<file path="config.mk">
export PLATFORM = sky130hd
export DESIGN_NAME = instr_realigner
export DESIGN_NICKNAME = d
export VERILOG_FILES = /design/src/rtl/pck_isa_c.sv /design/src/rtl/realign_out_reg.sv /design/src/rtl/instr_realigner.sv
export SDC_FILE = /design/constraint.sdc
export NUM_CORES = 1
export LEC_CHECK = 0
export CAP_MARGIN = 20
export CORE_ASPECT_RATIO = 1.75
export CORE_MARGIN = 5
export CORE_UTILIZATION = 30
export DETAILED_ROUTE_END_ITERATION = 8
export PLACE_DENSITY_LB_ADDON = 0.25
export SLEW_MARGIN = 20
export SYNTH_ARGS = -nofsm -noshare
export SYNTH_HDL_FRONTEND = slang
export SYNTH_HIERARCHICAL = 1
export SYNTH_SLANG_ARGS = --single-unit
</file>
<file path="constraint.sdc">
create_clock -name p_clk -period 2.3 [get_ports p_clk]
set_input_delay 0.345 -clock p_clk [delete_from_list [all_inputs] [get_ports p_clk]]
set_output_delay 0.345 -clock p_clk [all_outputs]
set_load 0.02 [all_outputs]
</file>
<file path="src/rtl/pck_isa_c.sv">
// Shared RV32C encoding helpers and realigner state type used on the fetch side.
package pck_isa_c;

  localparam logic [1:0]  OPCODE_NC = 2'b11;
  localparam logic [15:0] C_ZERO    = 16'h0000;

  typedef enum logic [1:0] {
    EMPTY = 2'd0,
    HALF  = 2'd1,
    SKIP  = 2'd2
  } realign_state_e;

  function automatic logic is_compressed(input logic [1:0] op);
    return (op != OPCODE_NC);
  endfunction

endpackage

</file>
<file path="src/rtl/realign_out_reg.sv">
// Single-entry valid/ready register that holds one decoded-side instruction slot.
module realign_out_reg #(
  parameter logic [31:0] RESET_PC = 32'h0000_0000
) (
  input  logic        clk_i,
  input  logic        rst_i,
  input  logic        flush_i,
  input  logic        load_i,
  input  logic [31:0] instr_i,
  input  logic [31:0] pc_i,
  input  logic        compressed_i,
  input  logic        illegal_i,
  input  logic        ready_i,
  output logic        free_o,
  output logic        valid_o,
  output logic [31:0] instr_o,
  output logic [31:0] pc_o,
  output logic        compressed_o,
  output logic        illegal_o
);

  logic        valid_q;
  logic [31:0] instr_q;
  logic [31:0] pc_q;
  logic        compressed_q;
  logic        illegal_q;

  assign free_o = !valid_q || ready_i;

  // Payload only changes on a load, so a stalled slot stays bit-stable.
  always_ff @(posedge clk_i) begin
    if (rst_i) begin
      valid_q      <= 1'b0;
      instr_q      <= 32'h0000_0000;
      pc_q         <= RESET_PC;
      compressed_q <= 1'b0;
      illegal_q    <= 1'b0;
    end else if (flush_i) begin
      valid_q <= 1'b0;
    end else if (free_o) begin
      valid_q <= load_i;
      if (load_i) begin
        instr_q      <= instr_i;
        pc_q         <= pc_i;
        compressed_q <= compressed_i;
        illegal_q    <= illegal_i;
      end
    end
  end

  assign valid_o      = valid_q;
  assign instr_o      = instr_q;
  assign pc_o         = pc_q;
  assign compressed_o = compressed_q;
  assign illegal_o    = illegal_q;

endmodule

</file>
<file path="src/rtl/instr_realigner.sv">
// Splits aligned fetch words into RV32 instructions with PCs; the compressed
// realignment path (HALF/SKIP states) is built only when ISA_C_EN is defined.
module instr_realigner
  import pck_isa_c::*;
#(
  parameter logic [31:0] BOOT_ADDR = 32'h0000_0000
) (
  input  logic        p_clk,
  input  logic        p_reset,
  input  logic        i_word_valid,
  input  logic [31:0] i_word,
  output logic        o_word_ready,
  input  logic        i_redirect,
  input  logic [31:0] i_redirect_pc,
  output logic        o_instr_valid,
  input  logic        i_instr_ready,
  output logic [31:0] o_instr,
  output logic [31:0] o_instr_pc,
  output logic        o_instr_compressed,
  output logic        o_instr_illegal
);

  logic [31:0] pc_q, pc_d;
  logic        ready_s, load_s, slot_free_s, comp_s, ill_s;
  logic [31:0] instr_s;
  logic        unused_s;

`ifdef ISA_C_EN
  localparam logic [31:0] BOOT_PC = {BOOT_ADDR[31:1], 1'b0};

  realign_state_e state_q, state_d;
  logic [15:0]    hold_q, hold_d;
  logic           hold_c_s, word_c_s;

  assign unused_s = i_redirect_pc[0];
  assign hold_c_s = is_compressed(hold_q[1:0]);
  assign word_c_s = is_compressed(i_word[1:0]);

  // Next-state, PC advance and output-slot load for the realignment FSM.
  always_comb begin
    state_d = state_q;
    pc_d    = pc_q;
    hold_d  = hold_q;
    ready_s = 1'b0;
    load_s  = 1'b0;
    instr_s = 32'h0000_0000;
    comp_s  = 1'b0;
    ill_s   = 1'b0;
    if (p_reset) begin
      ready_s = 1'b0;
    end else if (i_redirect) begin
      pc_d    = {i_redirect_pc[31:1], 1'b0};
      state_d = i_redirect_pc[1] ? SKIP : EMPTY;
    end else begin
      case (state_q)
        EMPTY: begin
          ready_s = slot_free_s;
          load_s  = i_word_valid && slot_free_s;
          if (word_c_s) begin
            instr_s = {16'h0000, i_word[15:0]};
            comp_s  = 1'b1;
            ill_s   = (i_word[15:0] == C_ZERO);
          end else begin
            instr_s = i_word;
          end
          if (load_s && word_c_s) begin
            pc_d    = pc_q + 32'd2;
            hold_d  = i_word[31:16];
            state_d = HALF;
          end else if (load_s) begin
            pc_d = pc_q + 32'd4;
          end else begin
            pc_d = pc_q;
          end
        end
        HALF: begin
          if (hold_c_s) begin
            // Held compressed instruction drains without touching the word port.
            ready_s = 1'b0;
            load_s  = slot_free_s;
            instr_s = {16'h0000, hold_q};
            comp_s  = 1'b1;
            ill_s   = (hold_q == C_ZERO);
            if (load_s) begin
              pc_d    = pc_q + 32'd2;
              state_d = EMPTY;
            end else begin
              state_d = HALF;
            end
          end else begin
            ready_s = slot_free_s;
            load_s  = i_word_valid && slot_free_s;
            instr_s = {i_word[15:0], hold_q};
            if (load_s) begin
              pc_d   = pc_q + 32'd4;
              hold_d = i_word[31:16];
            end else begin
              hold_d = hold_q;
            end
          end
        end
        SKIP: begin
          ready_s = 1'b1;
          if (i_word_valid) begin
            hold_d  = i_word[31:16];
            state_d = HALF;
          end else begin
            state_d = SKIP;
          end
        end
        default: state_d = EMPTY;
      endcase
    end
  end

  // FSM, PC and held-halfword registers.
  always_ff @(posedge p_clk) begin
    if (p_reset) begin
      state_q <= BOOT_PC[1] ? SKIP : EMPTY;
      pc_q    <= BOOT_PC;
      hold_q  <= 16'h0000;
    end else begin
      state_q <= state_d;
      pc_q    <= pc_d;
      hold_q  <= hold_d;
    end
  end
`else
  localparam logic [31:0] BOOT_PC = {BOOT_ADDR[31:2], 2'b00};

  assign unused_s = ^i_redirect_pc[1:0];

  // Word-per-instruction pass-through with PC tracking.
  always_comb begin
    pc_d    = pc_q;
    ready_s = 1'b0;
    load_s  = 1'b0;
    instr_s = i_word;
    comp_s  = 1'b0;
    ill_s   = 1'b0;
    if (p_reset) begin
      ready_s = 1'b0;
    end else if (i_redirect) begin
      pc_d = {i_redirect_pc[31:2], 2'b00};
    end else begin
      ready_s = slot_free_s;
      load_s  = i_word_valid && slot_free_s;
      if (load_s) begin
        pc_d = pc_q + 32'd4;
      end else begin
        pc_d = pc_q;
      end
    end
  end

  // PC register.
  always_ff @(posedge p_clk) begin
    if (p_reset) begin
      pc_q <= BOOT_PC;
    end else begin
      pc_q <= pc_d;
    end
  end
`endif

  assign o_word_ready = ready_s;

  realign_out_reg #(
    .RESET_PC (BOOT_PC)
  ) u_out_reg (
    .clk_i        (p_clk),
    .rst_i        (p_reset),
    .flush_i      (i_redirect),
    .load_i       (load_s),
    .instr_i      (instr_s),
    .pc_i         (pc_q),
    .compressed_i (comp_s),
    .illegal_i    (ill_s),
    .ready_i      (i_instr_ready),
    .free_o       (slot_free_s),
    .valid_o      (o_instr_valid),
    .instr_o      (o_instr),
    .pc_o         (o_instr_pc),
    .compressed_o (o_instr_compressed),
    .illegal_o    (o_instr_illegal)
  );

endmodule

</file>
==> results.rst, run 1 <==
.. list-table::
   :header-rows: 1

   * - Metric
     - Value
   * - Most common cell after layout, fill and taps aside
     - sky130_fd_sc_hd__clkdlybuf4s50_1
   * - Library cell used as clock root buffer
     - sky130_fd_sc_hd__clkbuf_16
   * - Wire per inst
     - between 10 and 15 µm
   * - Vias in the first global route
     - 3988
   * - Worst-case register-to-register setup slack
     - ~400 ps
   * - Number of CTS-inserted buffers
     - 9
   * - Final Skew
     - 7.982 ps
   * - Full die area
     - between 0.015 and 0.02 mm²
   * - Number of pins exceeding their max-slew limit in the final report
     - 0
   * - 1st-iter DRT viols
     - 159
   * - Top routing layer in use
     - met4
   * - Outcome
     - finished clean
   * - Post-Place Worst Slack
     - -42.31 ps
   * - Instance count of the mapped netlist
     - 501
   * - Die span in x
     - ~100 µm
   * - Data required time of the worst path
     - roughly 2000 ps
   * - Setup WS post-layout
     - 96.57 ps
   * - Cell Rows
     - 60
   * - DR WL met2
     - 6370 µm
   * - Yosys warnings
     - 6
   * - Maximum clock path buffer count
     - 2
   * - Slew headroom
     - a little over two fifths
   * - Startpoint of the most critical register-to-register path
     - u_out_reg/valid_o
   * - Number of nets in the final layout
     - 700
   * - Final count of hold timing violations
     - 0
   * - Reg clk slew, reported paths
     - 60 ps
   * - Achievable clock frequency
     - about 450 MHz
   * - Most frequent cells in the layout
     - sky130_fd_sc_hd__clkdlybuf4s50_1 (133), sky130_fd_sc_hd__nand2b_1 (132), sky130_fd_sc_hd__dfxtp_1 (97)
   * - Num ports
     - 137
   * - Cell area reported after detailed placement
     - 0.006281 mm²
   * - Arrival time at the worst endpoint
     - 1860 ps
   * - Fraction of the cycle the final worst path needs
     - 95.80%
   * - Register-to-Register Path Depth
     - 7
   * - Number of nets with antenna violations after routing
     - 0
   * - Antenna violations before repair
     - 0
   * - Setup Crit Path Kind
     - in -> out
   * - Post-CTS Hold Buffers
     - 0
   * - Number of max-capacitance violations reported
     - 0
   * - Setup TNS Final
     - 0 ps
   * - Endpoint of the worst-slack reg-to-reg timing path
     - u_out_reg/instr_o[19]
   * - Clk sink count
     - 97
   * - Capture endpoint of the worst hold path
     - pc_q[31]
   * - Synthesis-to-layout area growth
     - 38.91%
   * - Number of non-filler instances in the completed layout
     - 821
   * - Gp weighted congestion
     - 0.7729
   * - Max rail drop VDD
     - 0.3758 mV
   * - Min Clock Period, post-route
     - between 2000 and 2500 ps
   * - Lkg Pwr
     - 2.214 nW
   * - Starting Density
     - between 30% and 40%
   * - Fraction of the yosys area taken by sequential cells
     - 41.05%
   * - Post-CTS Setup Inserts
     - 0
   * - Final global-route overflow total
     - 0
   * - Util after Layout
     - 42.49%
   * - Post-detailed-route via-to-cell ratio
     - about 4.7
   * - CORE AREA
     - 0.01546 mm²
   * - Type of origin of the critical path
     - input port
   * - Diode insertion count for antenna repair
     - 0
   * - Via count of the routed design
     - around 3800
   * - Overall Global Routing Usage
     - 12.98%
   * - Power density normalized to cell area
     - 559.0 mW/mm²
   * - Worst-margin pin slew
     - 846.5 ps
   * - Total wire length after detailed routing
     - 12160 µm
   * - Number of stages on the worst hold path
     - 3
   * - Final routed DRC violation total
     - 0
   * - Unrepaired setup endpoints after global routing
     - no
   * - Port Buf Inserts
     - 134
   * - Fraction of final layout cells with drive strength greater than 1
     - approximately 7%
   * - Met3 Wirelength
     - 497 µm
   * - Mean area per synthesized cell
     - 9.443 µm²
   * - Cell area after synthesis
     - between 0.004 and 0.005 mm²
   * - Number of H-tree branching levels
     - 3
   * - Worst-path maximum fanout
     - 5
   * - Clock latency on the worst-skew pair
     - 340 ps
   * - Wire length of the first global-routing pass
     - approximately 20000 µm
   * - CTS tree
     - done
   * - Post-Route M1 WL
     - about 5000 µm
   * - Number of placed instances, taps included
     - 805
   * - Maximum number of pins on one net before global-route repair
     - 161
   * - Number of flip-flops and latches in the synthesized netlist
     - 97
   * - Layout Cell Area excl Fill
     - 0.006571 mm²
   * - DIE HEIGHT
     - 176.1 µm
   * - Unique cell type count in the Yosys netlist
     - 37
   * - Resized cells post-CTS
     - 1
   * - Class of the most critical hold timing path
     - in -> reg
   * - Finish-stage setup viols
     - 0
   * - Start point of the worst hold path
     - p_reset
   * - Endpoint kind of the worst setup timing path
     - primary output
   * - Initial DRT Pass Iterations
     - 4
   * - Dpl hpwl
     - 8943 µm
-- power by group --
| part | switching, mW | internal [mW] | total [mW] | leakage, nW |
|---|---|---|---|---|
| Clock | 0.647 | 0.792 | 1.44 | 0.131 |
| Combinational | 0.184 | 0.257 | 0.441 | 1.29 |
| Sequential | 0.0592 | 1.73 | 1.79 | 0.790 |
-- cells by family after synthesis --
group	after synthesis	share of synthesized area, %
other cells	1	0.07927
simple gates	236	30.49
xor+xnor	27	4.999
compound gates	33	4.655
mux	70	14.81
flops	97	41.05
buf+inv	36	3.650
fa+ha+maj	1	0.2644
-- stage by stage --
stage / total power [mW] / hold slack (ps)
floorplan: 2.058 / 424.3
global placement: 2.267 / 458.2
detailed placement: 2.278 / 461.6
CTS: 3.755 / 317.6
global route: 3.849 / 335.7
finish: 3.673 / 341.3
-- cell type report --
type                    count  area (µm²)
clock buffers              12       256.5
clock inverters             4       27.53
fillers                  1539        8894
inverters                   5       18.77
multi-input cells         371        2636
flip-flops and latches     97        1942
well taps                 186       232.7
repair buffers            146        1458
-- worst max-delay path by stage --
stage / from / end / slack (ps) / cells after the start
after floorplan: u_out_reg/valid_o / u_out_reg/instr_o[0] / 450 / 8
after global placement: i_instr_ready / o_word_ready / -50 / 5
after detailed placement: i_instr_ready / o_word_ready / -40 / 5
after CTS: i_instr_ready / o_word_ready / 70 / 5
after global routing: i_instr_ready / o_word_ready / 20 / 5
final: i_instr_ready / o_word_ready / 100 / 5
-- state kept, by name (all words and copies together), names as in the netlist --
name                    count
pc_q                       30
u_out_reg/compressed_o      1
u_out_reg/illegal_o         1
u_out_reg/instr_o          32
u_out_reg/pc_o             32
u_out_reg/valid_o           1
-- Yosys cell counts, drive strengths merged --
master	number	area (µm²)
nand2b	132	825.8
dfxtp	97	1942
mux2i	70	700.7
nor2	30	112.6
clkbuf	22	82.58
nand2	21	78.83
xnor2	18	157.7
a211oi	16	120.1
nor3	11	55.05
a21oi	10	50.05
nor4	10	96.35
buf	9	71.31
nand3	9	45.04
xor2	9	78.83
nand4	8	101.3
and4	5	53.80
inv	5	18.77
and3	3	18.77
o21ai	3	15.01
and2	2	12.51
o211ai	2	15.01
or3	2	12.51
a311oi	1	8.760
conb	1	3.750
ha	1	12.51
nor2b	1	6.260
nor3b	1	12.51
o21bai	1	11.26
or4	1	11.26
-- layer usage --
layer,vias to the layer above,track usage [%]
li1,1939,-
met2,93,23.37
met4,0,6.027
met1,1791,14.56
met5,-,0
met3,21,2.452
-- worst max-delay path, cell delays in order --
cell,delay (ps)
sky130_fd_sc_hd__clkdlybuf4s50_1,410
sky130_fd_sc_hd__nor2b_2,220
sky130_fd_sc_hd__inv_1,130
sky130_fd_sc_hd__and3_1,180
sky130_fd_sc_hd__clkdlybuf4s50_1,560
Note: power is estimated with default switching activity, not from simulation.
==> run 2: changes to the inputs <==
Settings changed: HOLD_SLACK_MARGIN from default to 0.03, PLACE_DENSITY_LB_ADDON 0.25 to default.
==> run 2 against run 1 <==
Largest power group unchanged. Clock skew decreased by 3.3 ps. Combinational power increased by 2%. Clock-buffer cell count decreased by 2. First-iteration DRC count decreased by 30%. Die area unchanged. Maximum frequency increased by 4.3%. Largest cell class unchanged. Sequential cell count unchanged. Via count decreased by 0.21%. Cell count increased by 0.97%. Highest routed layer unchanged.
==> results.rst, run 2 (same netlist as run 1, synthesis figures left out) <==
.. list-table::
   :header-rows: 1

   * - Metric
     - Value
   * - Final routed DRC violation total
     - 0
   * - Post-CTS Setup Inserts
     - 0
   * - Hold slack
     - 377.4 ps
   * - Wire per inst
     - around 15 µm
   * - Util after Layout
     - 42.93%
   * - Final Skew
     - 4.673 ps
   * - Initial DRT Pass Iterations
     - 4
   * - Diode insertion count for antenna repair
     - 0
   * - Met3 Wirelength
     - 474 µm
   * - DR WL met2
     - 6530 µm
   * - Most common cell after layout, fill and taps aside
     - sky130_fd_sc_hd__clkdlybuf4s50_1
   * - Class of the most critical hold timing path
     - in -> reg
   * - Start point of the worst hold path
     - p_reset
   * - Power density normalized to cell area
     - 548.2 mW/mm²
   * - Post-detailed-route via-to-cell ratio
     - 4.627
   * - Synthesis-to-layout area growth
     - 40.33%
   * - Arrival time at the worst endpoint
     - 1770 ps
   * - CORE AREA
     - 0.01546 mm²
   * - Lkg Pwr
     - 2.256 nW
   * - Total wire length after detailed routing
     - approximately 12000 µm
   * - Library cell used as clock root buffer
     - sky130_fd_sc_hd__clkbuf_16
   * - Top routing layer in use
     - met4
   * - Endpoint of the worst-slack reg-to-reg timing path
     - pc_q[31]
   * - Most frequent cells in the layout
     - sky130_fd_sc_hd__clkdlybuf4s50_1 (133), sky130_fd_sc_hd__nand2b_1 (132), sky130_fd_sc_hd__dfxtp_1 (97)
   * - Fraction of the cycle the final worst path needs
     - 91.85%
   * - Number of max-capacitance violations reported
     - 0
   * - Data required time of the worst path
     - 1960 ps
   * - Number of nets in the final layout
     - 708
   * - Clock latency on the worst-skew pair
     - 340 ps
   * - Post-layout total power
     - 3.640 mW
   * - Cell Rows
     - 60
   * - Full die area
     - 0.01848 mm²
   * - Setup Crit Path Kind
     - in -> out
   * - CTS tree
     - done
   * - Overall Global Routing Usage
     - 13.22%
   * - Final count of hold timing violations
     - 0
   * - Layout Cell Area excl Fill
     - around 0.0066 mm²
   * - Gp weighted congestion
     - 0.7581
   * - Unrepaired setup endpoints after global routing
     - no
   * - Starting Density
     - 30.59%
   * - Startpoint of the most critical register-to-register path
     - pc_q[4]
   * - Endpoint kind of the worst setup timing path
     - primary output
   * - Min Clock Period, post-route
     - 2113 ps
   * - Clk sink count
     - 97
   * - Vias in the first global route
     - roughly 4000
   * - Post-Route M1 WL
     - roughly 5000 µm
   * - Number of H-tree branching levels
     - 3
   * - Wire length of the first global-routing pass
     - approximately 20000 µm
   * - Worst-margin pin slew
     - between 600 and 700 ps
   * - Resized cells post-CTS
     - 0
   * - Reg clk slew, reported paths
     - ~70 ps
   * - Final global-route overflow total
     - 0
   * - Achievable clock frequency
     - roughly 470 MHz
   * - Capture endpoint of the worst hold path
     - u_out_reg/valid_o
   * - Maximum number of pins on one net before global-route repair
     - ~80
   * - Worst-path maximum fanout
     - 3
   * - Number of stages on the worst hold path
     - 4
   * - Number of pins exceeding their max-slew limit in the final report
     - 0
   * - Slew headroom
     - 58.77%
   * - Num ports
     - about 140
   * - Post-CTS Hold Buffers
     - 0
   * - Port Buf Inserts
     - 134
   * - Setup TNS Final
     - 0 ps
   * - Maximum clock path buffer count
     - 2
   * - Cell area reported after detailed placement
     - between 0.006 and 0.007 mm²
   * - Register-to-Register Path Depth
     - 5
   * - Number of CTS-inserted buffers
     - 9
   * - Via count of the routed design
     - 3836
   * - Worst-case register-to-register setup slack
     - between 400 and 500 ps
   * - Outcome
     - finished clean
   * - Number of nets with antenna violations after routing
     - 0
   * - Max rail drop VDD
     - between 0.2 and 0.3 mV
   * - Finish-stage setup viols
     - 0
   * - Die span in x
     - 104.9 µm
   * - DIE HEIGHT
     - around 180 µm
   * - 1st-iter DRT viols
     - 111
   * - Antenna violations before repair
     - 0
   * - Dpl hpwl
     - 9221 µm
   * - Type of origin of the critical path
     - input port
   * - Fraction of final layout cells with drive strength greater than 1
     - under 10%
run 2: power breakdown:
group	switching, mW	leakage (nW)	internal (mW)
combinational	0.186	1.34	0.263
sequential	0.0596	0.790	1.73
clock	0.661	0.121	0.736
total	0.907	2.26	2.73
run 2: layer usage:
metal  GRT usage (%)  vias up
met5               0        -
li1                -     1953
met4           4.373        0
met2           24.34       78
met1           14.98     1792
met3           2.708       13
run 2: critical path, cell delays in order:
cell,delay [ps]
sky130_fd_sc_hd__clkdlybuf4s50_1,470
sky130_fd_sc_hd__nor2b_1,60
sky130_fd_sc_hd__inv_1,90
sky130_fd_sc_hd__and3_1,150
sky130_fd_sc_hd__clkdlybuf4s50_1,660
run 2: final cells by class:
type                    instances  area (µm²)
well taps                     186       232.7
fillers                      1543        8826
inverters                       5       18.77
flip-flops and latches         97        1942
clock inverters                 6       43.79
multi-input cells             371        2634
clock buffers                  10       229.0
repair buffers                154        1539
run 2: worst max-delay path by stage:
| stage | to | from | cells past startpoint |
|---|---|---|---|
| after detailed placement | u_out_reg/pc_o[11] | i_instr_ready | 8 |
| after global placement | u_out_reg/pc_o[11] | i_instr_ready | 8 |
| after CTS | o_word_ready | i_instr_ready | 5 |
| after floorplan | u_out_reg/instr_o[0] | u_out_reg/valid_o | 8 |
| final | o_word_ready | i_instr_ready | 5 |
| after global routing | o_word_ready | i_instr_ready | 5 |
run 2: metrics by stage:
stage	setup slack, ps	instances
after floorplan	447.2	504
after global placement	134.6	813
after detailed placement	78.80	813
after CTS	186.0	829
after global routing	133.5	829
final	187.4	829
